## src/rtl/i2c_fifo_pkg.sv

```systemverilog
// Shared defaults and types for the I2C word FIFO (TX and RX instances).
package i2c_fifo_pkg;

    localparam int FIFO_DWIDTH = 32;
    localparam int FIFO_AWIDTH = 4;

    // Read/write pointer: one extra MSB distinguishes full from empty.
    typedef logic [FIFO_AWIDTH:0] fifo_ptr_t;

endpackage : i2c_fifo_pkg

```

## src/rtl/i2c_fifo_mem.sv

```systemverilog
// DEPTH x DWIDTH register array: synchronous write, asynchronous read.
// Contents are deliberately not reset.
module i2c_fifo_mem
    import i2c_fifo_pkg::*;
#(
    parameter int DWIDTH = FIFO_DWIDTH,
    parameter int AWIDTH = FIFO_AWIDTH
) (
    input  logic              clk,
    input  logic              we,
    input  logic [AWIDTH-1:0] waddr,
    input  logic [DWIDTH-1:0] wdata,
    input  logic [AWIDTH-1:0] raddr,
    output logic [DWIDTH-1:0] rdata
);

    localparam int DEPTH = 2 ** AWIDTH;

    logic [DWIDTH-1:0] mem_q [DEPTH];

    // Store the pushed word at the write index.
    always_ff @(posedge clk) begin
        if (we) begin
            mem_q[waddr] <= wdata;
        end
    end

    assign rdata = mem_q[raddr];

endmodule : i2c_fifo_mem

```

## src/rtl/i2c_fifo.sv

```systemverilog
// First-word-fall-through FIFO between the APB bridge and the I2C core.
// Optional watermark flags are built when I2C_FIFO_WATERMARK_EN is defined.
module i2c_fifo
    import i2c_fifo_pkg::*;
#(
    parameter int DWIDTH = FIFO_DWIDTH,
    parameter int AWIDTH = FIFO_AWIDTH
) (
    input  logic              PCLK,
    input  logic              PRESET,
`ifdef I2C_FIFO_WATERMARK_EN
    input  logic [AWIDTH:0]   AF_LEVEL,
    input  logic [AWIDTH:0]   AE_LEVEL,
    output logic              ALMOST_FULL,
    output logic              ALMOST_EMPTY,
`endif
    input  logic              WR_EN,
    input  logic [DWIDTH-1:0] WR_DATA,
    input  logic              RD_EN,
    output logic [DWIDTH-1:0] RD_DATA,
    output logic              FULL,
    output logic              EMPTY,
    output logic [AWIDTH:0]   COUNT,
    output logic              OVERFLOW,
    output logic              UNDERFLOW
);

    localparam logic [AWIDTH:0] PTR_ONE = {{AWIDTH{1'b0}}, 1'b1};

    logic [AWIDTH:0]   wptr_q, wptr_d;
    logic [AWIDTH:0]   rptr_q, rptr_d;
    logic              overflow_q, overflow_d;
    logic              underflow_q, underflow_d;
    logic              push_ok;
    logic              pop_ok;
    logic [DWIDTH-1:0] mem_rdata;

    // Status flags come straight from the registered pointers.
    assign EMPTY = (wptr_q == rptr_q);
    assign FULL  = (wptr_q[AWIDTH] != rptr_q[AWIDTH]) &&
                   (wptr_q[AWIDTH-1:0] == rptr_q[AWIDTH-1:0]);
    assign COUNT = wptr_q - rptr_q;

    // A pop is taken whenever data exists; a push is also taken when full
    // if the same-cycle pop frees the head slot.
    assign pop_ok  = RD_EN && !EMPTY && !PRESET;
    assign push_ok = WR_EN && (!FULL || pop_ok) && !PRESET;

    // Next pointer values and error pulses.
    always_comb begin
        wptr_d      = wptr_q;
        rptr_d      = rptr_q;
        overflow_d  = WR_EN && FULL && !(RD_EN && !EMPTY);
        underflow_d = RD_EN && EMPTY;
        if (push_ok) begin
            wptr_d = wptr_q + PTR_ONE;
        end
        if (pop_ok) begin
            rptr_d = rptr_q + PTR_ONE;
        end
    end

    // Pointer and error-pulse registers.
    always_ff @(posedge PCLK) begin
        if (PRESET) begin
            wptr_q      <= '0;
            rptr_q      <= '0;
            overflow_q  <= 1'b0;
            underflow_q <= 1'b0;
        end else begin
            wptr_q      <= wptr_d;
            rptr_q      <= rptr_d;
            overflow_q  <= overflow_d;
            underflow_q <= underflow_d;
        end
    end

    assign OVERFLOW  = overflow_q;
    assign UNDERFLOW = underflow_q;

    i2c_fifo_mem #(
        .DWIDTH (DWIDTH),
        .AWIDTH (AWIDTH)
    ) u_mem (
        .clk   (PCLK),
        .we    (push_ok),
        .waddr (wptr_q[AWIDTH-1:0]),
        .wdata (WR_DATA),
        .raddr (rptr_q[AWIDTH-1:0]),
        .rdata (mem_rdata)
    );

    // Storage is never cleared, so mask the head word while nothing is held.
    assign RD_DATA = EMPTY ? '0 : mem_rdata;

`ifdef I2C_FIFO_WATERMARK_EN
    logic almost_full_q, almost_full_d;
    logic almost_empty_q, almost_empty_d;

    // Thresholds are compared against the registered fill level.
    always_comb begin
        almost_full_d  = (COUNT >= AF_LEVEL);
        almost_empty_d = (COUNT <= AE_LEVEL);
    end

    // Watermark flags lag COUNT by one cycle.
    always_ff @(posedge PCLK) begin
        if (PRESET) begin
            almost_full_q  <= 1'b0;
            almost_empty_q <= 1'b1;
        end else begin
            almost_full_q  <= almost_full_d;
            almost_empty_q <= almost_empty_d;
        end
    end

    assign ALMOST_FULL  = almost_full_q;
    assign ALMOST_EMPTY = almost_empty_q;
`endif

endmodule : i2c_fifo
```

## config.mk

```make
export PLATFORM = sky130hd
export DESIGN_NAME = i2c_fifo
export DESIGN_NICKNAME = d
export VERILOG_FILES = /design/src/rtl/i2c_fifo_pkg.sv /design/src/rtl/i2c_fifo_mem.sv /design/src/rtl/i2c_fifo.sv
export SDC_FILE = /design/constraint.sdc
export NUM_CORES = 1
export LEC_CHECK = 0
export CAP_MARGIN = 20
export CORE_ASPECT_RATIO = 1.1
export CORE_UTILIZATION = 45
export DETAILED_ROUTE_END_ITERATION = 8
export RECOVER_POWER = 50
export SYNTH_ARGS = -nofsm -noshare
export SYNTH_HDL_FRONTEND = slang
export SYNTH_HIERARCHICAL = 1
export SYNTH_SLANG_ARGS = --single-unit
```

## constraint.sdc

```tcl
create_clock -name PCLK -period 11.2 [get_ports PCLK]
set_clock_uncertainty 0.1 [all_clocks]
set_input_delay 2.8 -clock PCLK [delete_from_list [all_inputs] [get_ports PCLK]]
set_output_delay 2.8 -clock PCLK [all_outputs]
set_load 0.05 [all_outputs]
```

; After elaboration in Yosys (flattened, before gate mapping)
; Memory sizes are Yosys's and may differ from the RTL's. A register that Yosys moved wholly into a read port is not among the register bits.
; Cells that the tools add are included.
; Widths: inputs -> output; s select.
[word_totals]
out_inout_bits = 41
mem_bits_rw = 512
word_cells = 29
in_bits = 36
memories = 1
regBits = 12
[op_classes]
add_sub_neg = 3
n_eq_ne = 3
n_mux = 5
n_reduce_logical = 13
[mem_list]
columns = memory, depth, width, rd, rd_clocked_by_memory_dff, write_ports, line
row1 = u_mem.mem_q, 16, 32, 1, 1, 1, i2c_fifo_mem.sv:19  ; logic [DWIDTH-1:0] mem_q [DEPTH];
[ops]
columns = cell, count
row1 = $mux 32, 1
row2 = $add 5x1->5 const B, 2
row3 = $logic_and 1x1->1, 8
row4 = $mux 4, 2
row5 = $eq 5x5->1, 1
row6 = $sub 5x5->5, 1
row7 = $eq 4x4->1, 1
row8 = $logic_not 1->1, 4
row9 = $mux 1, 2
row10 = $logic_or 1x1->1, 1
row11 = $ne 1x1->1, 1

; Depth between registers and ports, before layout
[logic_depth]
word_depth = 9
depth_mapped = 7
ltp_nobuf = 7

; Cells and area by module
; The synthesis kept the hierarchy.
[modules_own_cells]
columns = mod, seq_area_each_um2, n_inst, cells_each, area_each_um2
row1 = i2c_fifo_mem, 15374.7, 1, 806, 19213.4
row2 = i2c_fifo, 240.2, 1, 112, 928.4

; Worst setup path after synthesis
; OpenSTA, ideal clock, no wires.
[synth_timing]
path_kind = input-to-reg
start = input PRESET
end = memory u_mem/mem_q[0][0] in the netlist's numbering (enable)
stages = 4
n_path_buf = 1
slack_ps = 4749
arrival_time_ps = 5890
required_time_ps = 10639
setup_ps = 461
cell_sequence = clkbuf_1 nor2_1 or3b_2 nor3_1
[synth_between]
elab_chain_cells = 7
[synth_rtl]
columns = item, line
row1 = start: declaration, i2c_fifo.sv:10  ; input logic PRESET,
row2 = $logic_not 1->1 (*), "i2c_fifo.sv:46, i2c_fifo.sv:47"
row3 = $logic_and 1x1->1, i2c_fifo.sv:46  ; assign pop_ok = RD_EN && !EMPTY && !PRESET;
row4 = $logic_or 1x1->1, i2c_fifo.sv:47  ; assign push_ok = WR_EN && (!FULL || pop_ok) && !PRESET;
row5 = $logic_and 1x1->1, i2c_fifo.sv:47
row6 = $logic_and 1x1->1 (*), i2c_fifo.sv:47
row7 = via push_ok, i2c_fifo.sv:34  ; logic push_ok;
row8 = $mux 1 (*), i2c_fifo_mem.sv:23  ; if (we) begin
row9 = $mux 1 (implied by the code) (*), i2c_fifo_mem.sv:24  ; mem_q[waddr] <= wdata;
row10 = end: declaration, i2c_fifo_mem.sv:19
; Mark *: on every way through the listed nets, which the timed path passes. The rest lies on a longest branch.

; Worst setup path after layout
[layout_timing]
start = register rptr_q[1]
end = output RD_DATA[1]
[layout_between]
elab_chain_cells = 2
[layout_rtl]
columns = item, line
row1 = start: declaration, i2c_fifo.sv:31  ; logic [AWIDTH:0] rptr_q, rptr_d;
row2 = start signal: assignment, i2c_fifo.sv:72  ; rptr_q <= rptr_d;
row3 = $eq 5x5->1, i2c_fifo.sv:39  ; assign EMPTY = (wptr_q == rptr_q);
row4 = $mux 32, i2c_fifo.sv:94  ; assign RD_DATA = EMPTY ? '0 : mem_rdata;
row5 = end: declaration, i2c_fifo.sv:20  ; output logic [DWIDTH-1:0] RD_DATA,
; Every way passes these cells.

==> results by group <==
Yosys
  • Mapped Nets: roughly 960
  • Most used flip-flop cell after synthesis: edfxtp_1
  • Warnings from Yosys: 6
  • Post-Synthesis Cells: 918
  • Mapped Area: 0.0201 mm²
  • Share of the yosys chip area belonging to registers: 0.775
  • Cell variety after synth: 39
  • Post-synth EDFFs: between 500 and 600
  • Syn Area/Cell: 21.9 µm²
  • Asr flop ratio synth: 0
  • Flop and latch count out of synthesis: between 500 and 600

Route
  • Drt via density: between 5 and 6
  • Vias: approximately 9,400
  • Routed len/inst: ~26 µm
  • Drt first pass iters: 5
  • Drc violations: 0
  • WL final: 43,000 µm
  • 1st-iter DRT viols: about 670
  • Routed Antenna Nets: 0

Power and ir drop
  • VDD IR-drop max: approximately 0.13 mV
  • Leakage: between 7 and 8 nW
  • Power Density: about 200 mW/mm²
  • Pwr Total: 4.53 mW

Finish
  • Nets: 1,070
  • Area grow syn2layout: 15.2%
  • Layout cells sized above 1: 0.227
  • Layout Utilization: 0.531
  • Final cell count without fillers: about 1,600
  • Antenna Cells: 0
  • Final instance area: roughly 0.023 mm²
  • Fill count: 3,340

Worst setup path
  • Setup crit end kind: primary output
  • Critical path data arrival time: 4420 ps
  • R2R setup slack: around 7000 ps
  • FF-to-FF Start: rptr_q[0]$_SDFFE_PP0P_
  • Crit-path cells: buf_4 -> buf_4 -> mux4_2 -> a22oi_1 -> nand2_1 -> nor2b_1 -> clkdlybuf4s50_1
  • Critical Path Fanout Max: 60
  • Worst R2R Path Depth: 7
  • WP data required: ~8300 ps
  • Slowest cell delay on critical path: approximately 800 ps
  • Worst Setup Path Type: flip-flop to primary output
  • Most used cell, CP: buf_4
  • Critical Path Source: rptr_q[1]$_SDFFE_PP0P_
  • CP max-delay cell: buf_4
  • CP endpoint: RD_DATA[1]
  • Reg2Reg Capture Point: u_mem/mem_q[9][6]$_DFFE_PP_
  • CP Launch Type: flip-flop

STA
  • Post-layout minimum cycle time: 7320 ps
  • Period utilisation layout: 0.653
  • Final setup viols: 0
  • Max Transition Viols Final: 0
  • Slew @ Worst Pin: approximately 1100 ps
  • Slew HR: 0.243
  • F_max: between 100 and 150 MHz
  • Total negative slack: 0 ps
  • RSZ-0062 raised after global routing: no
  • Final Hold Viols: 0
  • Hold Slack: 450 ps
  • Final WS setup: approximately 3900 ps

Run status
  • Status: finished clean

Floorplanning
  • Chip width: between 200 and 250 µm
  • DIE AREA: 0.0456 mm²
  • Core area: about 0.044 mm²
  • Starting Density: 0.460
  • Ports: 77
  • Row count: 80
  • DIE HEIGHT: ~220 µm

GRT
  • Vias in the first global route: between 9,000 and 10,000
  • Largest net degree at the start of global routing: 95
  • First-pass GRT wire length: ~63,000 µm
  • Total gr overflow: 0
  • Initial antenna violation count: 1
  • Total track usage: 0.193

Clock tree
  • Cts hold-fix bufs: 0
  • Clk sinks: roughly 520
  • CTS-repair resized insts: 0
  • Clock Latency Late Sink: around 570 ps
  • Root buffer cell: clkbuf_16
  • H-tree depth: 2
  • Reg clk slew, reported paths: roughly 60 ps
  • CTS max path bufs: 3
  • Setup bufs post-CTS: 0
  • CTS tree: done
  • Cts bufs inserted: 52

Placed design
  • Placed Cells: 1,547
  • Hpwl dp: approximately 21,000 µm
  • Port buffer count: 76
  • Cell area after placement: 0.0217 mm²
  • Gpl congestion: approximately 0.75
  • Pre-CTS WS: about 4400 ps

Run
  • Max-cap violations: 0

Worst hold path
  • Worst min-delay path category: flip-flop to flip-flop
## synthesized netlist by cell type (all sizes together), types with 2 or more instances
cell type / instances / share of area
dfxtp: 12 / 0.012
a22oi: 64 / 0.024
a21o: 2 / 0.00075
xor2: 3 / 0.0013
nand3: 3 / 0.00075
inv: 9 / 0.0017
nand2: 33 / 0.0061
clkbuf: 18 / 0.0034
buf: 29 / 0.0086
nand4: 3 / 0.0012
nor2: 23 / 0.0044
or3: 3 / 0.00093
mux2i: 2 / 0.00099
ha: 6 / 0.0037
nor2b: 33 / 0.010
edfxtp: 512 / 0.76
nand2b: 2 / 0.00062
xnor2: 7 / 0.0034
mux4: 128 / 0.14
a21oi: 6 / 0.0015
nor3: 4 / 0.00099
o21ai: 4 / 0.00099
nand3b: 2 / 0.00075
## logic make-up after synthesis
family	count (synthesis)	share of synthesized area
buffers and inverters	56	0.0137
AOI/OAI and AO/OA	79	0.0289
DFF	524	0.775
xor gates and xnor gates	10	0.00472
and+or+nand+nor	112	0.0286
adders and majority gates	7	0.00472
muxes	130	0.144
## worst max-delay path: cells and delay by family, from the launching register on
family                 cells  cell delay, ps
AND/OR/NAND/NOR            2             310
buffers and inverters      3            2260
multiplexers               1             400
AO/OA/AOI/OAI              1             250
flip-flops                 1             560
## cell type report
cell class              count  area (µm²)  area share
well taps                 574         718      0.0309
clock buffers              66        1380      0.0592
inverters                   9        33.8     0.00146
repair buffers            102         965      0.0416
clock inverters            17         133     0.00571
flip-flops and latches    524       15600       0.673
multi-input cells         338        4360       0.188
## cells in the final DEF (no fill, tap or decap), drive strengths merged, types with 7 or more instances in the layout
cell type and n:
edfxtp 512, mux4 128, clkbuf 67, a22oi 64
clkdlybuf4s50 40, dlygate4sd3 36, nand2 33, nor2b 33
buf 25, nor2 23, clkinv 14, dfxtp 12
inv 9, xnor2 7
## sequential cells by signal, indices dropped and copies added (netlist names)
signal	flops
wptr_q	5
u_mem/mem_q	512
rptr_q	5
UNDERFLOW	1
OVERFLOW	1
## worst min path at each step
stage | from | endpoint | depth (start not counted)
after floorplan | wptr_q[4]$_SDFFE_PP0P_ | wptr_q[4]$_SDFFE_PP0P_ | 2
after global placement | wptr_q[4]$_SDFFE_PP0P_ | wptr_q[4]$_SDFFE_PP0P_ | 2
after detailed placement | wptr_q[4]$_SDFFE_PP0P_ | wptr_q[4]$_SDFFE_PP0P_ | 2
after CTS | wptr_q[4]$_SDFFE_PP0P_ | wptr_q[4]$_SDFFE_PP0P_ | 2
after global routing | wptr_q[4]$_SDFFE_PP0P_ | wptr_q[4]$_SDFFE_PP0P_ | 2
final | wptr_q[4]$_SDFFE_PP0P_ | wptr_q[4]$_SDFFE_PP0P_ | 2
## power by group
group	switching (mW)	internal (mW)
registers	0.0331	2.17
clock network	0.682	0.902
logic	0.421	0.326
total	1.14	3.40
## per-layer routing
| metal | track usage | share of wire | vias up |
|---|---|---|---|
| met1 | 0.273 | 0.44 | 5098 |
| met3 | 0.0247 | 0.039 | 62 |
| met2 | 0.317 | 0.50 | 204 |
| met5 | 0 | 0.00019 | - |
| li1 | - | - | 4044 |
| met4 | 0.0497 | 0.019 | 2 |
No activity file was read; power rests on OpenSTA's default activity.
